[src/rtl/imm_extend_pipe_pkg.sv]
// Shared types and the width-generic immediate extension function for imm_extend_pipe.
// ext_value works on a MaxW-bit container; callers truncate the result to their OUT_W.
package imm_ext_pkg;

   typedef enum logic [1:0] {
      MODE_ZERO     = 2'b00,
      MODE_SIGN     = 2'b01,
      MODE_UPPER    = 2'b10,
      MODE_EXPLICIT = 2'b11
   } mode_e;

   localparam int unsigned MaxW    = 64;
   localparam int unsigned MaxIdxW = $clog2(MaxW);

   function automatic logic [MaxW-1:0] ext_value(input logic [MaxW-1:0] imm,
                                                 input mode_e           mode,
                                                 input logic            ext,
                                                 input int unsigned     in_w,
                                                 input int unsigned     out_w);
      logic [MaxW-1:0] res;
      logic            fill;
      int              e;
      e = int'(out_w) - int'(in_w);
      case (mode)
         MODE_SIGN:     fill = imm[MaxIdxW'(in_w - 1)];
         MODE_EXPLICIT: fill = ext;
         default:       fill = 1'b0;
      endcase
      res = '0;
      for (int i = 0; i < int'(MaxW); i++) begin
         if (i < int'(out_w)) begin
            // Upper placement shifts by E; with E=0 it degenerates to a plain copy.
            if (mode == MODE_UPPER) begin
               if (i >= e) res[MaxIdxW'(i)] = imm[MaxIdxW'(i - e)];
            end else if (i < int'(in_w)) begin
               res[MaxIdxW'(i)] = imm[MaxIdxW'(i)];
            end else begin
               res[MaxIdxW'(i)] = fill;
            end
         end
      end
      return res;
   endfunction

endpackage

[src/rtl/imm_extend_pipe_if.sv]
// Request/response handshake bundle for imm_extend_pipe.
// slave is the extender's view; master is the decode/ALU side driving it.
interface imm_extend_pipe_if
   import imm_ext_pkg::*;
#(
   parameter int unsigned IN_W  = 16,
   parameter int unsigned OUT_W = 32
) ();
   logic             in_valid;
   logic             in_ready;
   logic [IN_W-1:0]  in_imm;
   mode_e            in_mode;
   logic             in_ext;
   logic             out_valid;
   logic             out_ready;
   logic [OUT_W-1:0] out_data;

   modport slave (
      input  in_valid, in_imm, in_mode, in_ext, out_ready,
      output in_ready, out_valid, out_data
   );

   modport master (
      output in_valid, in_imm, in_mode, in_ext, out_ready,
      input  in_ready, out_valid, out_data
   );
endinterface

[src/rtl/imm_extend_pipe_ext_fifo.sv]
// Generic synchronous FIFO with async active-low reset; accepts a push while full
// provided a pop happens in the same cycle. Occupancy alone separates full from empty.
module ext_fifo #(
   parameter int unsigned  Width = 32,
   parameter int unsigned  Depth = 4,
   localparam int unsigned AW    = $clog2(Depth),
   localparam int unsigned CW    = AW + 1
) (
   input  logic             clk,
   input  logic             rst_n,
   input  logic             i_push_valid,
   output logic             o_push_ready,
   input  logic [Width-1:0] i_push_data,
   output logic             o_pop_valid,
   input  logic             i_pop_ready,
   output logic [Width-1:0] o_pop_data,
   output logic [CW-1:0]    o_count
);
   logic [Width-1:0] r_mem [Depth];
   logic [AW-1:0]    r_wptr;
   logic [AW-1:0]    r_rptr;
   logic [CW-1:0]    r_count;
   logic             r_live;
   logic             w_push;
   logic             w_pop;

   // r_live keeps the input closed until the first edge after reset release.
   assign o_push_ready = r_live && ((r_count < CW'(Depth)) || i_pop_ready);
   assign o_pop_valid  = (r_count != '0);
   assign o_pop_data   = o_pop_valid ? r_mem[r_rptr] : '0;
   assign o_count      = r_count;
   assign w_push       = i_push_valid && o_push_ready;
   assign w_pop        = o_pop_valid && i_pop_ready;

   always_ff @(posedge clk or negedge rst_n) begin
      if (!rst_n) begin
         r_live  <= 1'b0;
         r_wptr  <= '0;
         r_rptr  <= '0;
         r_count <= '0;
      end else begin
         r_live <= 1'b1;
         if (w_push) r_wptr <= r_wptr + AW'(1);
         if (w_pop)  r_rptr <= r_rptr + AW'(1);
         r_count <= r_count + CW'(w_push) - CW'(w_pop);
      end
   end

   always_ff @(posedge clk) begin
      if (w_push) r_mem[r_wptr] <= i_push_data;
   end
endmodule

[src/rtl/imm_extend_pipe.sv]
// Buffered immediate extender: widens IN_W->OUT_W by mode and queues results in a FIFO.
// Extension happens before storage so the FIFO holds finished OUT_W operands.
module imm_extend_pipe
   import imm_ext_pkg::*;
#(
   parameter int unsigned IN_W         = 16,
   parameter int unsigned OUT_W        = 32,
   parameter int unsigned DEPTH        = 4,
   parameter logic [31:0] ACC_CNT_INIT = '0  // accepted_cnt reset value, normally 0
) (
   input  logic                   clk,
   input  logic                   rst_n,
   imm_extend_pipe_if.slave       bus,
   output logic [$clog2(DEPTH):0] count,
   output logic [31:0]            accepted_cnt
);
   if (OUT_W < IN_W) begin : g_bad_width
      $error("imm_extend_pipe: OUT_W must be >= IN_W");
   end
   if (OUT_W > MaxW || IN_W < 1) begin : g_bad_range
      $error("imm_extend_pipe: widths out of supported range");
   end
   if (DEPTH < 2 || (DEPTH & (DEPTH - 1)) != 0) begin : g_bad_depth
      $error("imm_extend_pipe: DEPTH must be a power of two >= 2");
   end

   logic [OUT_W-1:0] w_ext;
   logic             w_push;
   logic [31:0]      r_acc_cnt;

   assign w_ext  = OUT_W'(ext_value(MaxW'(bus.in_imm), bus.in_mode, bus.in_ext, IN_W, OUT_W));
   assign w_push = bus.in_valid && bus.in_ready;

   ext_fifo #(
      .Width (OUT_W),
      .Depth (DEPTH)
   ) u_fifo (
      .clk          (clk),
      .rst_n        (rst_n),
      .i_push_valid (bus.in_valid),
      .o_push_ready (bus.in_ready),
      .i_push_data  (w_ext),
      .o_pop_valid  (bus.out_valid),
      .i_pop_ready  (bus.out_ready),
      .o_pop_data   (bus.out_data),
      .o_count      (count)
   );

   always_ff @(posedge clk or negedge rst_n) begin
      if (!rst_n) r_acc_cnt <= ACC_CNT_INIT;
      else if (w_push) r_acc_cnt <= r_acc_cnt + 32'd1;
   end

   assign accepted_cnt = r_acc_cnt;
endmodule

[src/flat_wrapper.sv]
// flat-port wrapper written by rule: the top's interface ports become plain ports
module imm_extend_pipe_flat import imm_ext_pkg::*;
#(
   parameter int unsigned IN_W         = 16,
   parameter int unsigned OUT_W        = 32,
   parameter int unsigned DEPTH        = 4,
   parameter logic [31:0] ACC_CNT_INIT = '0                                         
)
  (clk, rst_n, count, accepted_cnt, bus_in_valid, bus_in_imm, bus_in_mode, bus_in_ext, bus_out_ready, bus_in_ready, bus_out_valid, bus_out_data);
  imm_extend_pipe_if #(.IN_W(IN_W), .OUT_W(OUT_W)) bus_i ();
  input  logic clk;
  input  logic rst_n;
  output logic [$clog2(DEPTH):0] count;
  output logic [31:0] accepted_cnt;
  input wire logic [$bits(bus_i.in_valid)-1:0] bus_in_valid;
  input wire logic [$bits(bus_i.in_imm)-1:0] bus_in_imm;
  input wire logic [$bits(bus_i.in_mode)-1:0] bus_in_mode;
  input wire logic [$bits(bus_i.in_ext)-1:0] bus_in_ext;
  input wire logic [$bits(bus_i.out_ready)-1:0] bus_out_ready;
  output wire logic [$bits(bus_i.in_ready)-1:0] bus_in_ready;
  output wire logic [$bits(bus_i.out_valid)-1:0] bus_out_valid;
  output wire logic [$bits(bus_i.out_data)-1:0] bus_out_data;
  assign bus_i.in_valid = bus_in_valid;
  assign bus_i.in_imm = bus_in_imm;
  assign bus_i.in_mode = bus_in_mode;
  assign bus_i.in_ext = bus_in_ext;
  assign bus_i.out_ready = bus_out_ready;
  assign bus_in_ready = bus_i.in_ready;
  assign bus_out_valid = bus_i.out_valid;
  assign bus_out_data = bus_i.out_data;
  imm_extend_pipe #(.IN_W(IN_W), .OUT_W(OUT_W), .DEPTH(DEPTH), .ACC_CNT_INIT(ACC_CNT_INIT)) u_core (.clk(clk), .rst_n(rst_n), .bus(bus_i), .count(count), .accepted_cnt(accepted_cnt));
endmodule
[config.mk]
export PLATFORM = sky130hd
export DESIGN_NAME = imm_extend_pipe_flat
export DESIGN_NICKNAME = d
export VERILOG_FILES = /design/src/rtl/imm_extend_pipe_pkg.sv /design/src/rtl/imm_extend_pipe_if.sv /design/src/rtl/imm_extend_pipe_ext_fifo.sv /design/src/rtl/imm_extend_pipe.sv /design/src/flat_wrapper.sv
export SDC_FILE = /design/constraint.sdc
export NUM_CORES = 1
export LEC_CHECK = 0
export CAP_MARGIN = 20
export CORE_ASPECT_RATIO = 1.25
export CORE_MARGIN = 2
export CORE_UTILIZATION = 59
export CTS_CLUSTER_SIZE = 10
export DETAILED_ROUTE_END_ITERATION = 8
export HOLD_SLACK_MARGIN = 0.05
export PLACE_DENSITY = 0.87
export SKIP_LAST_GASP = 1
export SYNTH_ARGS = -nofsm -noshare
export SYNTH_HDL_FRONTEND = slang
export SYNTH_SLANG_ARGS = --single-unit
[constraint.sdc]
create_clock -name clk -period 5 [get_ports clk]
set_input_delay 1.5 -clock clk [delete_from_list [all_inputs] [get_ports clk]]
set_output_delay 1.5 -clock clk [all_outputs]
set_load 0.01 [all_outputs]
# Word level (Yosys, flattened, before mapping)
# Memory sizes are Yosys's and may differ from the RTL's.
# Index checks and enable logic that the tools add are counted.
# Widths: inputs -> output; s select.
[word_totals]
input_bits = 23
mem_count = 1
reg_bits = 40
word_cells = 56
ram_bits = 128
[memory_table]
columns = ["memory", "depth", "width", "read_ports", "rd_clocked_by_memory_dff", "wr", "line_no", "text"]
rows = [
  ["u_core.u_fifo.r_mem", 4, 32, 1, 0, 1, "imm_extend_pipe_ext_fifo.sv:19", "logic [Width-1:0] r_mem [Depth];"],
]
[classes]
add_sub_neg = 5
eq_ne = 3
order_cmp = 1
n_reduce_logical = 5
n_mux = 36
[op_table]
columns = ["operator", "n"]
rows = [
  ["$mux 1", 34],
  ["$add 32x1->32 const B", 1],
  ["$mux 32", 1],
  ["$add 2x1->2 const B", 2],
  ["$eq 2x2->1 const B", 2],
  ["$add 3x1->3", 1],
  ["$logic_and 1x1->1", 3],
  ["$lt 3x3->1 const B", 1],
  ["$reduce_bool 3->1", 1],
  ["$sub 3x1->3", 1],
  ["$eq 2x1->1 const B", 1],
  ["$pmux 1 s2", 1],
  ["$logic_or 1x1->1", 1],
]

# Longest topological paths before layout
[logic_depth]
word_depth = 6
ltp_mapped = 10

# Cells and area by module
# Synthesis repeated with hierarchy kept, for this count alone.
[hier_totals]
cells_unflattened = 419
hier_area_um2 = 7091.8
[modules_own_cells]
columns = ["mod", "seq_area_each_um2", "area_per_inst_um2", "instances", "cells_each"]
rows = [
  ["ext_fifo", 4043.9, 5327.6, 1, 243],
  ["imm_extend_pipe", 800.8, 1764.2, 1, 176],
]

# Worst setup path before layout
# No wires, ideal clock.
[synth_path]
kind = "input to output"
from = "in bus_out_ready"
to = "out bus_in_ready"
cell_stages = 2
arrival_time_ps = 1872
n_path_buf = 0
path_slack_ps = 1628
path_cell_list = "nor2b_4 and2b_2"
[synth_between]
elab_chain_cells = 2
[synth_lines]
columns = ["element", "line_no", "text"]
rows = [
  ["from (decl)", "flat_wrapper.sv:19", "input wire logic [$bits(bus_i.out_ready)-1:0] bus_out_ready;"],
  ["$logic_or 1x1->1", "imm_extend_pipe_ext_fifo.sv:28", "assign o_push_ready = r_live && ((r_count < CW'(Depth)) || i_pop_ready);"],
  ["$logic_and 1x1->1", "imm_extend_pipe_ext_fifo.sv:28", ""],
  ["to (decl)", "flat_wrapper.sv:20", "output wire logic [$bits(bus_i.in_ready)-1:0] bus_in_ready;"],
]
# No other way between the ends.

# Worst setup path in the final report
# Same ends and word-level chain as after synthesis.

==> impl_metrics.ini <==
[clocking]
clk_pin_slew_worst_paths_ns = 0.06
cts_repair_resize_count = 0
h-tree-depth = 4
cts.sinks = 168
clock_latency_ns = 0.42
cts_root_buf = clkbuf_16
cts_tree = built
clk_path_buf_depth = 2
cts_hold_buf = 0
post_cts.repair.setup_buffers = 0
cts_inserted_buffers = 17

[power_and_ir_drop]
clkPwrFrac_pct = 27.3
p_leak_uw = 0.00315
powerDensity_nw_per_um2 = 508
p_sw_uw = 1210
vdd_drop_max_v = 0.000289
netSwitchingFraction_pct = 27.7
p_int_uw = 3150
p_seq_share_pct = 40.9
combPwrFrac_pct = 31.8

[floorplan]
start_util_pct = 60.1
die_area_sq_um = 12700
coreArea_sq_um = 11600
io_pins = 92
die_h_um = 125
die-width_um = 101
num_rows = 44

[global_route]
met2_usage_pct = 40.0
grt_max_degree = 41
met3_usage_pct = 5.76
use_met1_pct = 27.2
antenna_found_initial = 0
grt-ovfl-total = 0
grt_pass1_wl_mm = 21.5
grt_use_total_pct = 22.9
grt.busiest_layer = met2
grt_pass1_vias = 4216

[logic_synthesis]
syn_inst = 412
async_reset_ff_share_pct = 23.8
syn_avg_cell_area_sq_um = 16.9
syn-cell-area_sq_um = 6950
yosysSeqAreaShare_pct = 69.8
syn_nets = 443
synthFlopType = edfxtp_1
synthDistinctLibCells = 31
synth-edff-count = 128
synth_seq_cells = 168
ys_warn_count = 0

[worst_setup_path]
critPathCaptureType = primary output
path_class = input pin to primary output
crit_top_cell = clkdlybuf4s50_1
crit_chain = clkdlybuf4s50_1 -> nor2b_4 -> and2b_2 -> clkdlybuf4s50_1
start_kind = input pin
ff2ff_path_depth = 9
crit_path_max_incr_delay_ns = 0.48
cp_max_fo = 6
crit_path_top_delay_cell = clkdlybuf4s50_1
worst_ep_required_time_ns = 3.50
arrival_ns = 2.87

[cells_and_area]
drive_above_1_share_pct = 14.4
antenna-diode-count = 0
syn2layout_area_growth_pct = 23.5
num-fill-cells = 690
layout.nets = 545

[run_status]
status = completed

[drt]
drc = 0
viasPerCell = 5.86
dr_total_vias = 3899
routed_wl_mm = 13.6
drt-wirelength-per-cell_um = 20.5
first_pass_iters = 5
ant_nets = 0
drt_iter0_drc = 201

[worst_hold_path]
min_path_cells = 1
hold_path.class = register to register

[timing]
hold-worst-slack_ns = 0.494
setup_viol = 0
tns_ns = 0
clock.fmax_ghz = 0.229
layout_min_cycle_time_ns = 4.37
skew_ns = 0.00919
hold_viol = 0
fin_crit_sh_pct = 87.4
worst_pin_slew_ns = 0.867
grt_setup_unrepaired = false
slew-limit-headroom_pct = 42.2
maxSlewViolCount = 0

[placed_design]
numPortBuffers = 91
hpwl_mm = 8.41
routabilityCongestion = 0.765

[job]
maxCapViolations = 0
-- per-layer routing --
layer / wire length (um) / part of all wire [%] / vias up
met3: 777 / 5.7 / 20
met1: 5210 / 38 / 1998
met4: 242 / 1.8 / 0
met5: 0 / 0 / -
met2: 7390 / 54 / 143
li1: - / - / 1738
-- power groups by stage --
| stage | combinational (uW) | clock (uW) | sequential (uW) |
|---|---|---|---|
| CTS | 1410 | 1200 | 1790 |
| finish | 1390 | 1190 | 1780 |
| global placement | 1370 | 0 | 1800 |
| detailed placement | 1400 | 0 | 1820 |
| global route | 1500 | 1250 | 1810 |
| floorplan | 801 | 0 | 1760 |
-- state kept, by name, indices dropped and copies added, names as in the netlist --
register               count
u_core.u_fifo.r_mem      128
u_core.accepted_cnt       32
u_core.u_fifo.o_count      3
u_core.u_fifo.r_rptr       2
u_core.u_fifo.r_wptr       2
u_core.u_fifo.r_live       1
-- final cells by class --
type                            count  area, sq um  share of cell area (%)
Sequential cell                   168         4850                    56.5
Tap cell                          138          173                    2.01
Clock buffer                       18          429                    5.00
Timing Repair Buffer              100          986                    11.5
Multi-Input combinational cell    219         2000                    23.4
Clock inverter                     14          110                    1.28
Inverter                            8         30.0                   0.350
-- path summary, 6_finish.rpt --
check / endpoint / start / slack, ns
hold reg to reg: u_core.accepted_cnt[31] / u_core.accepted_cnt[31] / 0.49
hold / removal: u_core.accepted_cnt[31] / u_core.accepted_cnt[31] / 0.49
max in group asynchronous: u_core.u_fifo.r_rptr[0] / rst_n / 3.20
setup reg to reg: u_core.u_fifo.o_count[2] / u_core.u_fifo.o_count[2] / 2.15
setup / recovery: bus_in_ready / bus_out_ready / 0.63
min in group asynchronous: u_core.accepted_cnt[22] / rst_n / 1.20
-- placed cells by master (no fill, tap or decap), types with 4 or more instances in the layout --
| cell type | netlist | routed |
|---|---|---|
| nor3_1 | 4 | 4 |
| nand3_1 | 17 | 17 |
| nand4_1 | 5 | 5 |
| edfxtp_1 | 128 | 128 |
| a21o_1 | 16 | 16 |
| dfrtp_1 | 40 | 39 |
| nor2_1 | 11 | 11 |
| clkdlybuf4s50_1 | 0 | 90 |
| nand2_1 | 13 | 13 |
| clkbuf_16 | 0 | 17 |
| inv_1 | 8 | 8 |
| ha_1 | 7 | 7 |
| clkinvlp_4 | 0 | 5 |
| buf_4 | 0 | 8 |
| xor2_1 | 12 | 12 |
| clkinv_1 | 0 | 4 |
| and2_1 | 56 | 56 |
| xnor2_1 | 24 | 24 |
| and3_1 | 4 | 4 |
| mux4_2 | 32 | 32 |
-- metrics by stage --
step                total power, uW  area (sq um)  cells  utilization [%]  setup slack [ns]
floorplan                      2560          6950    412                -              1.63
global placement               3170          8040    633             69.5             0.680
global route                   4550          8580    665             74.2             0.591
finish                         4360          8580    665             74.2             0.632
CTS                            4400          8580    665             74.2             0.625
detailed placement             3220          8040    633             69.5             0.637
-- cell usage after synthesis, drive strengths merged, types with 4 or more instances --
| master | count | share of area [%] |
|---|---|---|
| dfrtp | 40 | 14 |
| a21o | 16 | 1.7 |
| nor3 | 4 | 0.29 |
| nor2 | 11 | 0.59 |
| xnor2 | 24 | 3.0 |
| and3 | 4 | 0.36 |
| and2 | 56 | 5.0 |
| inv | 8 | 0.43 |
| xor2 | 12 | 1.5 |
| clkbuf | 14 | 0.76 |
| nand2 | 13 | 0.70 |
| nand4 | 5 | 0.45 |
| ha | 7 | 1.3 |
| edfxtp | 128 | 55 |
| nand3 | 17 | 1.2 |
| mux4 | 32 | 10 |
-- kinds of logic after synthesis --
kind of cell	after synthesis	share of synthesized area, %
muxes	34	10.7
buffers and inverters	25	1.41
and+or+nand+nor	123	10.2
adders and majority gates	8	1.55
xor gates and xnor gates	36	4.54
DFF	168	69.8
other	1	0.0540
AOI/OAI and AO/OA	17	1.80
-- critical path, delay by kind of cell --
family / cells / cell delay, ns
simple gates: 2 / 0.42
buf+inv: 2 / 0.95
(Power assumes the default switching activity.)
